## src/rtl/led_ctrl_frontend_pkg.sv

```systemverilog
// Shared constants for the LED controller: timebase phase width, slow-tick
// divider and the default conditioning/timebase widths.
package led_ctrl_frontend_pkg;

    localparam int PHASE_W      = 2;
    localparam int SLOW_DIV     = 4;
    localparam int SAMPLE_W_DEF = 16;
    localparam int DB_LEN_DEF   = 4;
    localparam int TICK_W_DEF   = 23;

    typedef logic [PHASE_W-1:0] phase_t;

    localparam phase_t PHASE_LAST = phase_t'(SLOW_DIV - 1);

    // Registered single-cycle strobes leaving the frontend.
    typedef struct packed {
        logic tick;
        logic tick_slow;
        logic clr;
    } strobe_t;

endpackage

```

## src/rtl/led_ctrl_frontend_btn_debounce.sv

```systemverilog
// Per-input conditioning: 2-flop synchronizer, sampled shift-register debounce
// and a one-cycle pulse on each rising edge of the debounced level.
module btn_debounce
    import led_ctrl_frontend_pkg::*;
#(
    parameter int DB_LEN = DB_LEN_DEF
) (
    input  logic clk,
    input  logic rst,
    input  logic raw,
    input  logic samp,
    output logic level,
    output logic press
);

    logic [1:0]        sync_q, sync_d;
    logic [DB_LEN-1:0] hist_q, hist_d;
    logic              level_q, level_d;
    logic              level_dly_q, level_dly_d;

    always_comb begin
        // NOTE: every _d gets its hold value first, so no path leaves it unassigned and no latch is inferred.
        sync_d      = {sync_q[0], raw};
        hist_d      = hist_q;
        level_d     = level_q;
        level_dly_d = level_q;

        if (samp) begin
            hist_d = (hist_q << 1) | DB_LEN'(sync_q[1]);
        end
        if (&hist_q) begin
            level_d = 1'b1;
        end else if (~|hist_q) begin
            level_d = 1'b0;
        end

        // NOTE: reset is synchronous, so it is simply the highest-priority term of each next-state value.
        if (rst) begin
            sync_d      = '0;
            hist_d      = '0;
            level_d     = 1'b0;
            level_dly_d = 1'b0;
        end
    end

    // NOTE: state flops use non-blocking assignments so every register samples pre-edge values.
    always_ff @(posedge clk) begin
        sync_q      <= sync_d;
        hist_q      <= hist_d;
        level_q     <= level_d;
        level_dly_q <= level_dly_d;
    end

    assign level = level_q;
    assign press = level_q & ~level_dly_q;

endmodule

```

## src/rtl/led_ctrl_frontend.sv

```systemverilog
// Input conditioning and timebase for the bouncing-LED engine: debounced
// buttons/switch, en toggle, tick-aligned clear and tick/tick_slow enables.
module led_ctrl_frontend
    import led_ctrl_frontend_pkg::*;
#(
    parameter int SAMPLE_W = SAMPLE_W_DEF,
    parameter int DB_LEN   = DB_LEN_DEF,
    parameter int TICK_W   = TICK_W_DEF
) (
    input  logic clk,
    input  logic rst,
    input  logic btn_en_raw,
    input  logic btn_clr_raw,
    input  logic sw_speed_raw,
    output logic en,
    output logic speed,
    output logic clr,
    output logic tick,
    output logic tick_slow
);

    logic [SAMPLE_W-1:0] scnt_q, scnt_d;
    logic                samp_q, samp_d;
    logic [TICK_W-1:0]   tcnt_q, tcnt_d;
    phase_t              phase_q, phase_d;
    strobe_t             strb_q, strb_d;
    logic                en_q, en_d;
    logic                clr_pend_q, clr_pend_d;
    logic                speed_q, speed_d;

    logic en_press, clr_press, spd_level;
    logic unused_en_level, unused_clr_level, unused_spd_press;

    btn_debounce #(.DB_LEN(DB_LEN)) u_db_en (
        .clk   (clk),
        .rst   (rst),
        .raw   (btn_en_raw),
        .samp  (samp_q),
        .level (unused_en_level),
        .press (en_press)
    );

    btn_debounce #(.DB_LEN(DB_LEN)) u_db_clr (
        .clk   (clk),
        .rst   (rst),
        .raw   (btn_clr_raw),
        .samp  (samp_q),
        .level (unused_clr_level),
        .press (clr_press)
    );

    btn_debounce #(.DB_LEN(DB_LEN)) u_db_speed (
        .clk   (clk),
        .rst   (rst),
        .raw   (sw_speed_raw),
        .samp  (samp_q),
        .level (spd_level),
        .press (unused_spd_press)
    );

    // Strobes are computed from next-state values so each output flop is high
    // exactly in the cycle its counter condition holds.
    always_comb begin
        scnt_d     = scnt_q + 1'b1;
        samp_d     = (scnt_d == '1);
        tcnt_d     = tcnt_q + 1'b1;
        en_d       = en_q ^ en_press;
        clr_pend_d = clr_press | (clr_pend_q & ~strb_q.clr);

        phase_d = phase_q;
        if (strb_q.tick) begin
            phase_d = strb_q.clr ? '0 : phase_q + 1'b1;
        end

        strb_d.tick      = (tcnt_d == '1);
        strb_d.tick_slow = strb_d.tick & (phase_d == PHASE_LAST);
        strb_d.clr       = strb_d.tick & clr_pend_d;
        speed_d          = strb_d.tick_slow ? spd_level : speed_q;

        if (rst) begin
            scnt_d     = '0;
            samp_d     = 1'b0;
            tcnt_d     = '0;
            en_d       = 1'b0;
            clr_pend_d = 1'b0;
            phase_d    = '0;
            strb_d     = '0;
            speed_d    = 1'b0;
        end
    end

    always_ff @(posedge clk) begin
        scnt_q     <= scnt_d;
        samp_q     <= samp_d;
        tcnt_q     <= tcnt_d;
        phase_q    <= phase_d;
        strb_q     <= strb_d;
        en_q       <= en_d;
        clr_pend_q <= clr_pend_d;
        speed_q    <= speed_d;
    end

    assign en        = en_q;
    assign speed     = speed_q;
    assign clr       = strb_q.clr;
    assign tick      = strb_q.tick;
    assign tick_slow = strb_q.tick_slow;

endmodule
```

## config.mk

```make
export PLATFORM = sky130hd
export DESIGN_NAME = led_ctrl_frontend
export DESIGN_NICKNAME = d
export VERILOG_FILES = /design/src/rtl/led_ctrl_frontend_pkg.sv /design/src/rtl/led_ctrl_frontend_btn_debounce.sv /design/src/rtl/led_ctrl_frontend.sv
export SDC_FILE = /design/constraint.sdc
export NUM_CORES = 1
export LEC_CHECK = 0
export CAP_MARGIN = 20
export CORE_ASPECT_RATIO = 0.7
export CORE_MARGIN = 10
export CORE_UTILIZATION = 47
export DETAILED_ROUTE_END_ITERATION = 7
export PLACE_DENSITY = 0.65
export SETUP_SLACK_MARGIN = 0.02
export SYNTH_ARGS = -nofsm -noshare
export SYNTH_HDL_FRONTEND = slang
export SYNTH_SLANG_ARGS = --single-unit
```

## constraint.sdc

```tcl
create_clock -name clk -period 2.4 [get_ports clk]
set_input_delay 0.48 -clock clk [delete_from_list [all_inputs] [get_ports clk]]
set_output_delay 0.48 -clock clk [all_outputs]
set_load 0.005 [all_outputs]
```

# == Yosys cells after proc, flatten, opt, wreduce, memory -nomap -nowiden ==
# Cells that the tools add are included.
# word_totals
reg_bits,71
inputBits,5
output_inout_bits,5
# op_classes
add_sub_neg,3
n_eq_ne,6
muxes,8
n_bitwise,13
n_reduce_logical,6
# ops
operator,n
$add 23x1->23 const B,1
$eq 23x23->1 const B,1
$add 16x1->16 const B,1
$eq 16x16->1 const B,1
$or 4x1->4,3
$reduce_and 4->1,3
$reduce_or 4->1,3
$mux 1,6
$ne 2x1->1 const B,3
$and 1x1->1,5
$mux 2,2
$not 1->1,3
$add 2x1->2 const B,1
$eq 2x2->1 const B,1
$or 1x1->1,1
$xor 1x1->1,1

# == Depth between registers and ports, before layout ==
# logic_depth
depth_word,5
depth_mapped,8
depth_no_buf,8

# == Hierarchy ==
# Synthesis repeated with hierarchy kept, for this count alone.
# unflattened
cells_unflattened,343
hier_area_um2,3134.3
# modules_own_cells
mod,instances,cells_each,area_each_um2,seq_area_each_um2
led_ctrl_frontend,1,271,2316.0,960.9
btn_debounce,3,24,272.8,160.2

# == Worst setup path after synthesis ==
# Ideal clock, no wire load.
# synth_timing
path_type,register -> register
from,reg tcnt_q[0]
to,reg strb_q (netlist bit tick_slow)
setup_time_ns,0.087
arrival_time_ns,2.307
t_required_ns,2.313
slack_ns,0.006
path_stages_with_launch,8
path_buffers,0
cell_sequence,dfxtp_1 ha_1 nand2_1 or4_4 or4_4 and2_1 nand4bb_4 nor4b_2
# synth_between
elab_chain_len,3
# synth_lines
item,line_no,rtl
"start, declared",led_ctrl_frontend.sv:24,"logic [TICK_W-1:0] tcnt_q, tcnt_d;"
"start signal, assigned",led_ctrl_frontend.sv:95,tcnt_q <= tcnt_d;
$add 23x1->23,led_ctrl_frontend.sv:66,tcnt_d = tcnt_q + 1'b1;
$eq 23x23->1,led_ctrl_frontend.sv:75,strb_d.tick = (tcnt_d == '1);
$and 1x1->1,led_ctrl_frontend.sv:76,strb_d.tick_slow = strb_d.tick & (phase_d == PHASE_LAST);
"end signal, assigned",led_ctrl_frontend.sv:97,strb_q <= strb_d;
"end, declared",led_ctrl_frontend.sv:26,"strobe_t strb_q, strb_d;"
# No other way between the ends.
# A chain may end at the register's enable or synchronous reset.

# == Worst setup path in the final report ==
# layout_timing
from,reg tcnt_q[7]
to,reg strb_q (netlist bit tick_slow)
# The elaborated chain is that of the path after synthesis.

==> qor.csv <==
metric,value,unit
fin. max-slew vios,0,
maximum root-to-sink buffer count,2,
crit end category,flop,
post-synthesis cell area,3100,um2
Worst-path clk slew,0.08,ns
Slew Limit Headroom,52.5,%
layout net count,386,
CTS tree,built,
switching part of the total,23.1,%
Commonest cells post-synth,"71 x dfxtp_1, 57 x nor2_1, 22 x nand2_1",
die width,117,um
Starting Density,49.2,%
"Seq/Total Area, Yosys",45.8,%
Fillers,567,
Clock power frac,46.3,%
via/cell ratio,5.47,
Finished Core Util,58.7,%
Bufs and invs on worst path,0,
Final Hold Viols,0,
Die Y,88.0,um
core box area,6310,um2
Yosys cell types,46,
skew final,0.00426,ns
peak supply drop,0.510,mV
largest net degree at the start of global routing,70,
CTS Buf Count,9,
H-tree depth,3,
hold crit path type,input pin to flop,
Setup Crit Path Kind,flop to flop,
clock sinks,71,
Final HPWL DP,4210,um
Worst Tran Pin Value,0.712,ns
Yosys reg bits,71,
post-synth top area share,45.8,%
Final min period,2.31,ns
critical path's slowest cell,or4_4,
sequential power share,50.8,%
max-cap violations,0,
"Clk Latency, worst-skew pair",0.35,ns
synth top area cells,"dfxtp_1 46%, nor2_1 6.9%, mux2i_1 4.2%, xnor2_1 4.0%, xor2_1 3.7%",
layout cell share with drive strength beyond 1,16.8,%
drt wl/cell,13.6,um
Pint,1820,uW
Ports,10,
Post-synth EDFFs,0,
vias in the first global route,2272,
Critical Path Fanout Max,6,
Worst path most repeated cell,or4_4,
post-synth net total,356,
WP data arrival,2.59,ns
Switching Power,547,uW
Synth area leader,dfxtp_1,
Cell Rows,24,
Pwr per Cell Area,640,nW/um2
area occupied by multi-input gates,1650,um2
Mapped Cells,347,
first-pass iteration count of the detailed router,5,
initial antenna violation count,0,
asr flop ratio synth,0,%
total gr overflow,0,
Placed Instance Area,3390,um2
leading register cell type out of synthesis,dfxtp_1,
IO buf count,9,
root buffer selected by CTS,clkbuf_8,
Antenna diodes,0,
GRT Total Usage,12.9,%
"CP delay by family, top",simple AND/OR/NAND/NOR gates,
Tcrit/Tclk final,96.4,%
area delta synth->final,19.1,%
"count leader, synth",dfxtp_1,
cts hold-fix bufs,0,
1st-iter DRT viols,161,
crit path cell chain,nand4_4 > or4_4 > or4_4 > and2_4 > nand4bb_4 > nor4b_4,
status,completed,
Post-Layout Inst Area,3700,um2
Final ANT Viol Nets,0,
routability cong.,0.887,
Die ar.,10300,um2
Critical Path RT,2.67,ns
total number of vias,2518,
Crit path largest cell delay,0.59,ns
synthesis warning total,0,
first-pass GRT wire length,10600,um
Leak,0.00131,uW
setup repair after global routing missed its margin,true,
fmax,432,MHz
Post-Route WL,6260,um
# setup viols final,0,
register area,1440,um2
DRC,0,
syn_area_per_cell,8.95,um2
crit start category,flop,
combinational fraction of design power,2.9,%
-- cell type report --
type	count	area share [%]
sequential	71	38.8
multi-input combinational	256	44.6
clock inverter	7	2.77
clock buffer	9	3.35
tap	78	2.64
timing repair buffer	32	7.07
inverter	7	0.710
-- power groups by stage --
stage	clock, uW	combinational [uW]	sequential [uW]
after floorplan	0	42.2	1230
after global placement	0	67.1	1230
after detailed placement	0	67.9	1230
after CTS	1120	68.4	1200
after global routing	1180	78.6	1210
final	1100	68.5	1200
-- routing by layer --
| layer | part of all wire [%] | global-route usage, % |
|---|---|---|
| met5 | 0 | 0 |
| met2 | 43 | 18.2 |
| met1 | 50 | 17.6 |
| met3 | 5.8 | 4.44 |
| met4 | 0.70 | 5.03 |
-- cells in the final DEF (no fill, tap or decap), types with 3 or more instances in the layout --
cell type | Yosys | layout
o21ai_0 | 12 | 12
or3_1 | 9 | 9
clkbuf_8 | 0 | 9
nand3_1 | 17 | 17
xor2_1 | 13 | 13
nor4_1 | 7 | 6
dfxtp_2 | 0 | 9
and4_1 | 4 | 4
and3_1 | 4 | 4
a21oi_1 | 17 | 17
nand4_1 | 7 | 7
nand2_1 | 22 | 22
inv_6 | 0 | 3
inv_1 | 7 | 7
xnor2_1 | 14 | 14
clkdlybuf4s50_1 | 0 | 8
nor3_1 | 3 | 3
nor2b_1 | 11 | 11
ha_1 | 4 | 3
nand2b_1 | 7 | 7
mux2i_1 | 13 | 13
nor2_1 | 57 | 57
o31ai_1 | 5 | 5
buf_4 | 0 | 22
dfxtp_1 | 71 | 61
or4_4 | 2 | 3
-- worst register-to-register path: stages, from the launching register on --
cell       delay, ns
dfxtp_2         0.36
nand4_4         0.15
or4_4           0.59
or4_4           0.50
and2_4          0.18
nand4bb_4       0.21
nor4b_4         0.26
-- worst paths after layout --
kind	start	cells past startpoint	end	slack, ns
max	tcnt_q[7]	6	tick_slow	0.09
min	rst	2	scnt_q[2]	0.32
max reg2reg	tcnt_q[7]	6	tick_slow	0.09
min reg2reg	u_db_speed.sync_q[0]	1	u_db_speed.sync_q[1]	0.44
-- registers in the layout (all words and copies together) (netlist names) --
register,cells
tcnt_q,23
clr,1
tick,1
u_db_clr.level_dly_q,1
tick_slow,1
u_db_speed.hist_q,4
clr_pend_q,1
u_db_en.sync_q,2
u_db_clr.sync_q,2
speed,1
samp_q,1
phase_q,2
scnt_q,16
u_db_speed.sync_q,2
u_db_speed.level,1
u_db_en.level_dly_q,1
u_db_en.hist_q,4
u_db_en.level,1
en,1
u_db_clr.hist_q,4
u_db_clr.level,1
-- logic make-up (layout without fill, tap and decap cells) --
kind of cell	after synthesis	after routing	share of synthesized area, %
buffers and inverters	20	55	2.46
XOR/XNOR	27	27	7.62
multiplexers	14	14	4.55
flip-flops	71	71	45.8
AO/OA/AOI/OAI	44	44	8.83
AND/OR/NAND/NOR	167	167	29.1
adder cells (fa/ha/maj)	4	4	1.61
-- per-stage QoR --
step	TNS, ns	power, uW	hold slack [ns]	setup slack [ns]	std cells
after floorplan	0	1270	0.414	0.0223	347
after global placement	0	1300	0.434	0.0885	441
after detailed placement	-0.0169	1300	0.432	-0.0169	441
after CTS	0	2400	0.302	0.0361	458
after global routing	-0.0146	2460	0.316	-0.0146	460
final	0	2370	0.320	0.0855	460
-- repair_timing --
item	in CTS	in global routing
resized for setup	4	15
endpoints found under the setup margin	1	3
pin swaps	3	5
buffers inserted	1	2
(Power assumes the default switching activity.)
==> variant 1, RTL diff (config.mk and constraints unchanged) <==
Change the package constant `TICK_W_DEF` from 23 to 46.
--- a/src/rtl/led_ctrl_frontend_pkg.sv
+++ b/src/rtl/led_ctrl_frontend_pkg.sv
@@ -8,3 +8,3 @@
     localparam int DB_LEN_DEF   = 4;
-    localparam int TICK_W_DEF   = 23;
+    localparam int TICK_W_DEF   = 46;
 
Behaviour: same outputs for any inputs over 10 cycles, from zero or initial values and one cycle with rst high; that may be too few to reach the edited logic, so the function may still have changed.
==> variant 1 against the unedited design <==
  * Total power up 32%
  * Cell area increased by 65%
  * Highest routed layer unchanged
  * Wire length is 87% higher
  * Clock skew grew 2.7 ps
  * Final cell count increased by 68%
  * Count of clock-buffer cells in the layout did not move
  * Setup slack worse by 940 ps
  * Clock power is 32% higher
  * Sequential cell count is 23 higher
  * Critical path depth grew 6
  * Utilization is 7.4 points higher
  * The flow now finishes with violations (negative setup slack)
  * Synthesized area increased by 45%
  * Die area rose by 36%
==> variant 1: results (changes against the unedited design) <==
* Internal at 0.00236 W (+30%)
* Layout cells sized above 1 at 28.9% (+12 points)
* Endpoints failing setup at 4 (+4)
* Post CTS Setup Buffer Count at 3 (+2)
* Largest net degree at the start of global routing at 92 (+31%)
* Slowest stage delay, CP at 550 ps (-40 ps)
* Placed Area at 5570 sq um (+64%)
* Failing checks: negative setup slack
* Setup Skew at 6.92 ps (+2.66 ps)
* Setup ws final at -850 ps (-936 ps)
* TNS Setup at -2700 ps (-2700 ps)
* Count of cell types in the netlist at 55 (+20%)
* Sequential area share after synthesis at 41.7% (-4.1 points)
* Multi-input logic area at 2690 sq um (+63%)
* Relative max-transition margin at 56.2% (+3.7 points)
* First-pass GRT wire length at 19000 microns (+79%)
* Post-synthesis adder-cell area fraction at 1.39% (-0.23 points)
* Avg Vias per Cell at 5.33 (-2.6%)
* Reg2reg end: speed$_SDFFE_PP0P_
* Commonest cells in the netlist: 94 x dfxtp_1, 93 x nor2_1, 33 x nand2_1
* Xor and xnor area share after synthesis at 10.9% (+3.3 points)
* GP Congestion at 0.893 (+0.69%)
* Dpl hpwl at 8360 microns (+98%)
* Sw frac at 24.6% (+1.5 points)
* Status: finished, violations left
* Nets at 653 (+69%)
-- variant 1: worst register-to-register path, delay by kind of cell, from the launching register on --
kind | cells | cell delay [ps]
DFF | 1 | 360
buffers and inverters | 4 | 550
AOI/OAI and AO/OA | 4 | 860
and+or+nand+nor | 4 | 1370
-- variant 1: per-layer routing --
layer | routed length (microns) | track usage [%] | vias to the layer above
met5 | 0 | 0 | -
met4 | 68 | 3.31 | 0
met3 | 486 | 4.61 | 9
met2 | 5370 | 25.9 | 91
met1 | 5810 | 23.0 | 1930
li1 | - | - | 2085
-- variant 1: metrics by stage --
| step | instances | hold WS [ps] |
|---|---|---|
| finish | 772 | 423 |
| global route | 772 | 414 |
| CTS | 770 | 409 |
| detailed placement | 751 | 424 |
| global placement | 751 | 421 |
| floorplan | 528 | 414 |
-- variant 1: worst max-delay path by stage --
| stage | startpoint | end | slack, ps | cells after the start |
|---|---|---|---|---|
| floorplan | tcnt_q[13]$_SDFF_PP0_ | speed$_SDFFE_PP0P_ | -710 | 8 |
| global placement | tcnt_q[0]$_SDFF_PP0_ | speed$_SDFFE_PP0P_ | -800 | 9 |
| detailed placement | tcnt_q[0]$_SDFF_PP0_ | speed$_SDFFE_PP0P_ | -860 | 9 |
| CTS | tcnt_q[0]$_SDFF_PP0_ | speed$_SDFFE_PP0P_ | -850 | 9 |
| global route | tcnt_q[0]$_SDFF_PP0_ | speed$_SDFFE_PP0P_ | -930 | 12 |
| finish | tcnt_q[0]$_SDFF_PP0_ | speed$_SDFFE_PP0P_ | -850 | 12 |
-- variant 1: layout make-up --
class,count,area share (%)
Multi-Input combinational cell,403,44.2
Sequential cell,94,31.3
Timing Repair Buffer,129,16.5
Clock buffer,9,3.70
Tap cell,124,2.55
Clock inverter,7,1.34
Inverter,6,0.370
==> variant 2, RTL diff (same settings) <==
Made on the original files. Register the inputs `btn_en_raw`, `btn_clr_raw` and `sw_speed_raw` before use. The logic sees them one clock later.
--- a/src/rtl/led_ctrl_frontend.sv
+++ b/src/rtl/led_ctrl_frontend.sv
@@ -21,2 +21,12 @@
 
+    logic btn_en_raw_q;
+    logic btn_clr_raw_q;
+    logic sw_speed_raw_q;
+
+    always_ff @(posedge clk) begin
+        btn_en_raw_q   <= btn_en_raw;
+        btn_clr_raw_q  <= btn_clr_raw;
+        sw_speed_raw_q <= sw_speed_raw;
+    end
+
     logic [SAMPLE_W-1:0] scnt_q, scnt_d;
@@ -36,3 +46,3 @@
         .rst   (rst),
-        .raw   (btn_en_raw),
+        .raw   (btn_en_raw_q),
         .samp  (samp_q),
@@ -45,3 +55,3 @@
         .rst   (rst),
-        .raw   (btn_clr_raw),
+        .raw   (btn_clr_raw_q),
         .samp  (samp_q),
@@ -54,3 +64,3 @@
         .rst   (rst),
-        .raw   (sw_speed_raw),
+        .raw   (sw_speed_raw_q),
         .samp  (samp_q),
Check against the original RTL: same outputs for any inputs over 10 cycles, from zero or initial values and one cycle with rst high; that may be too few to reach the edited logic, so the function may still have changed.
==> variant 2 against the unedited design <==
  * Critical path depth is 1 higher
  * Sequential cell count is 3 higher
  * Total power is 3.3% lower
  * Wire length is 3.2% lower
  * Synthesized area is 1.9% higher
  * Cell area is 0.37% higher
  * Global-route usage is 1.1 points lower
  * Via count is 2.4% lower
  * Setup slack worse by 14 ps
  * Sequential share of layout area is 1.5 points higher
==> variant 2: results (changes against the unedited design) <==
* Synth top area cells: dfxtp_1 47%, nor2_1 6.8%, mux2i_1 4.1%
* Clk_lat worst skew at 350 ps (about the same)
* Initial DRC Count at 124 (-23%)
* Fillers at 581 (+2.5%)
* Setup Skew at 6.37 ps (+2.11 ps)
* Slowest stage delay, CP at 550 ps (-40 ps)
* Worst Tran Pin Value at 707 ps (-5.29 ps)
* Commonest cells in the netlist: 74 x dfxtp_1, 57 x nor2_1, 22 x nand2_1
* Yosys warns at 0 (unchanged)
* Pre-antenna DRT Iters at 6 (+1)
* Worst r2r src: tcnt_q[0]$_SDFF_PP0_
* Pleak at 1.29 nW (-1.0%)
* Crit path DAT at 2600 ps (about the same)
* Total GRT Usage at 11.8% (-1.1 points)
* GP Congestion at 0.877 (-1.1%)
* Final cell count without fillers at 473 (+2.8%)
* First-pass GRT wire length at 10100 microns (-4.5%)
* Vias in the first global route at 2266 (-0.26%)
* Largest registers: tcnt_q: 23 flops, scnt_q: 16 flops
* Hold depth at 2 (unchanged)
* Top Family by Delay on Critical Path: simple AND/OR/NAND/NOR gates
* Cells after DPL at 456 (+3.4%)
* Layout cells sized above 1 at 15.7% (-1.0 points)
* Status: complete, no violations
* Final WL at 6060 microns (-3.2%)
* Syn nets at 359 (+0.84%)
* VDD IR max at 342 uV (-33%)
* Mapped Avg Cell Area at 9.04 sq um (+1.1%)
* Bufs on Longest Clock Path at 2 (unchanged)
* Reg2reg end: tick_slow$_SDFF_PP0_
* Sequential area share after synthesis at 46.8% (+1.0 points)
* Reg2reg path depth at 7 (+1)
* Avg Vias per Cell at 5.19 (-5.1%)
* Dpl hpwl at 4220 microns (+0.23%)
[variant 2: cells by family after synthesis]
| kind of cell | share of synthesized area [%] |
|---|---|
| and+or+nand+nor | 28.6 |
| AOI/OAI and AO/OA | 8.66 |
| muxes | 4.47 |
| DFF | 46.8 |
| adders and majority gates | 1.58 |
| buffers and inverters | 2.41 |
| xor gates and xnor gates | 7.47 |
[variant 2: layout make-up]
class	count	area share (%)
Inverter	7	0.708
Timing Repair Buffer	29	6.34
Tap cell	91	3.07
Sequential cell	74	40.3
Clock buffer	10	3.71
Clock inverter	6	1.79
Multi-Input combinational cell	256	44.1
[variant 2: stage by stage]
stage          instance area, sq um  setup WS, ps  total power [W]  util [%]  hold WS (ps)
2_1_floorplan                  3170          22.3          0.00133         -           414
3_3_place_gp                   3460          77.2          0.00135      54.3           416
3_5_place_dp                   3460          27.0          0.00135      54.3           425
4_1_cts                        3660          41.9          0.00232      57.5           314
5_1_grt                        3710         -34.2          0.00238      58.3           311
6_report                       3710          71.2          0.00229      58.3           327
[variant 2: what timing repair did]
action	CTS	global route
setup endpoints to repair	2	3
setup buffers	0	1
cloned	0	0
pin swaps	1	7
gates resized for setup	1	15
[variant 2: layer usage]
layer | vias up | track usage, % | share of wire [%]
met5 | - | 0 | 0
met1 | 1143 | 14.3 | 50
met4 | 0 | 4.36 | 1.1
met3 | 7 | 4.58 | 4.9
met2 | 37 | 19.0 | 44
li1 | 1270 | - | -
[variant 2: power breakdown]
part | internal [W] | switching [W]
Combinational | 0.0000293 | 0.0000390
Clock | 0.000507 | 0.000460
Sequential | 0.00124 | 0.0000115
[variant 2: worst max-delay path by stage]
stage / from / endpoint / slack (ps) / depth (start not counted)
after global placement: tcnt_q[10]$_SDFF_PP0_ / tick_slow$_SDFF_PP0_ / 80 / 6
after detailed placement: tcnt_q[10]$_SDFF_PP0_ / tick_slow$_SDFF_PP0_ / 30 / 6
after floorplan: tcnt_q[0]$_SDFF_PP0_ / tick_slow$_SDFF_PP0_ / 20 / 7
after CTS: tcnt_q[8]$_SDFF_PP0_ / tick_slow$_SDFF_PP0_ / 40 / 6
final: tcnt_q[0]$_SDFF_PP0_ / tick_slow$_SDFF_PP0_ / 70 / 7
after global routing: tcnt_q[0]$_SDFF_PP0_ / tick_slow$_SDFF_PP0_ / -30 / 7
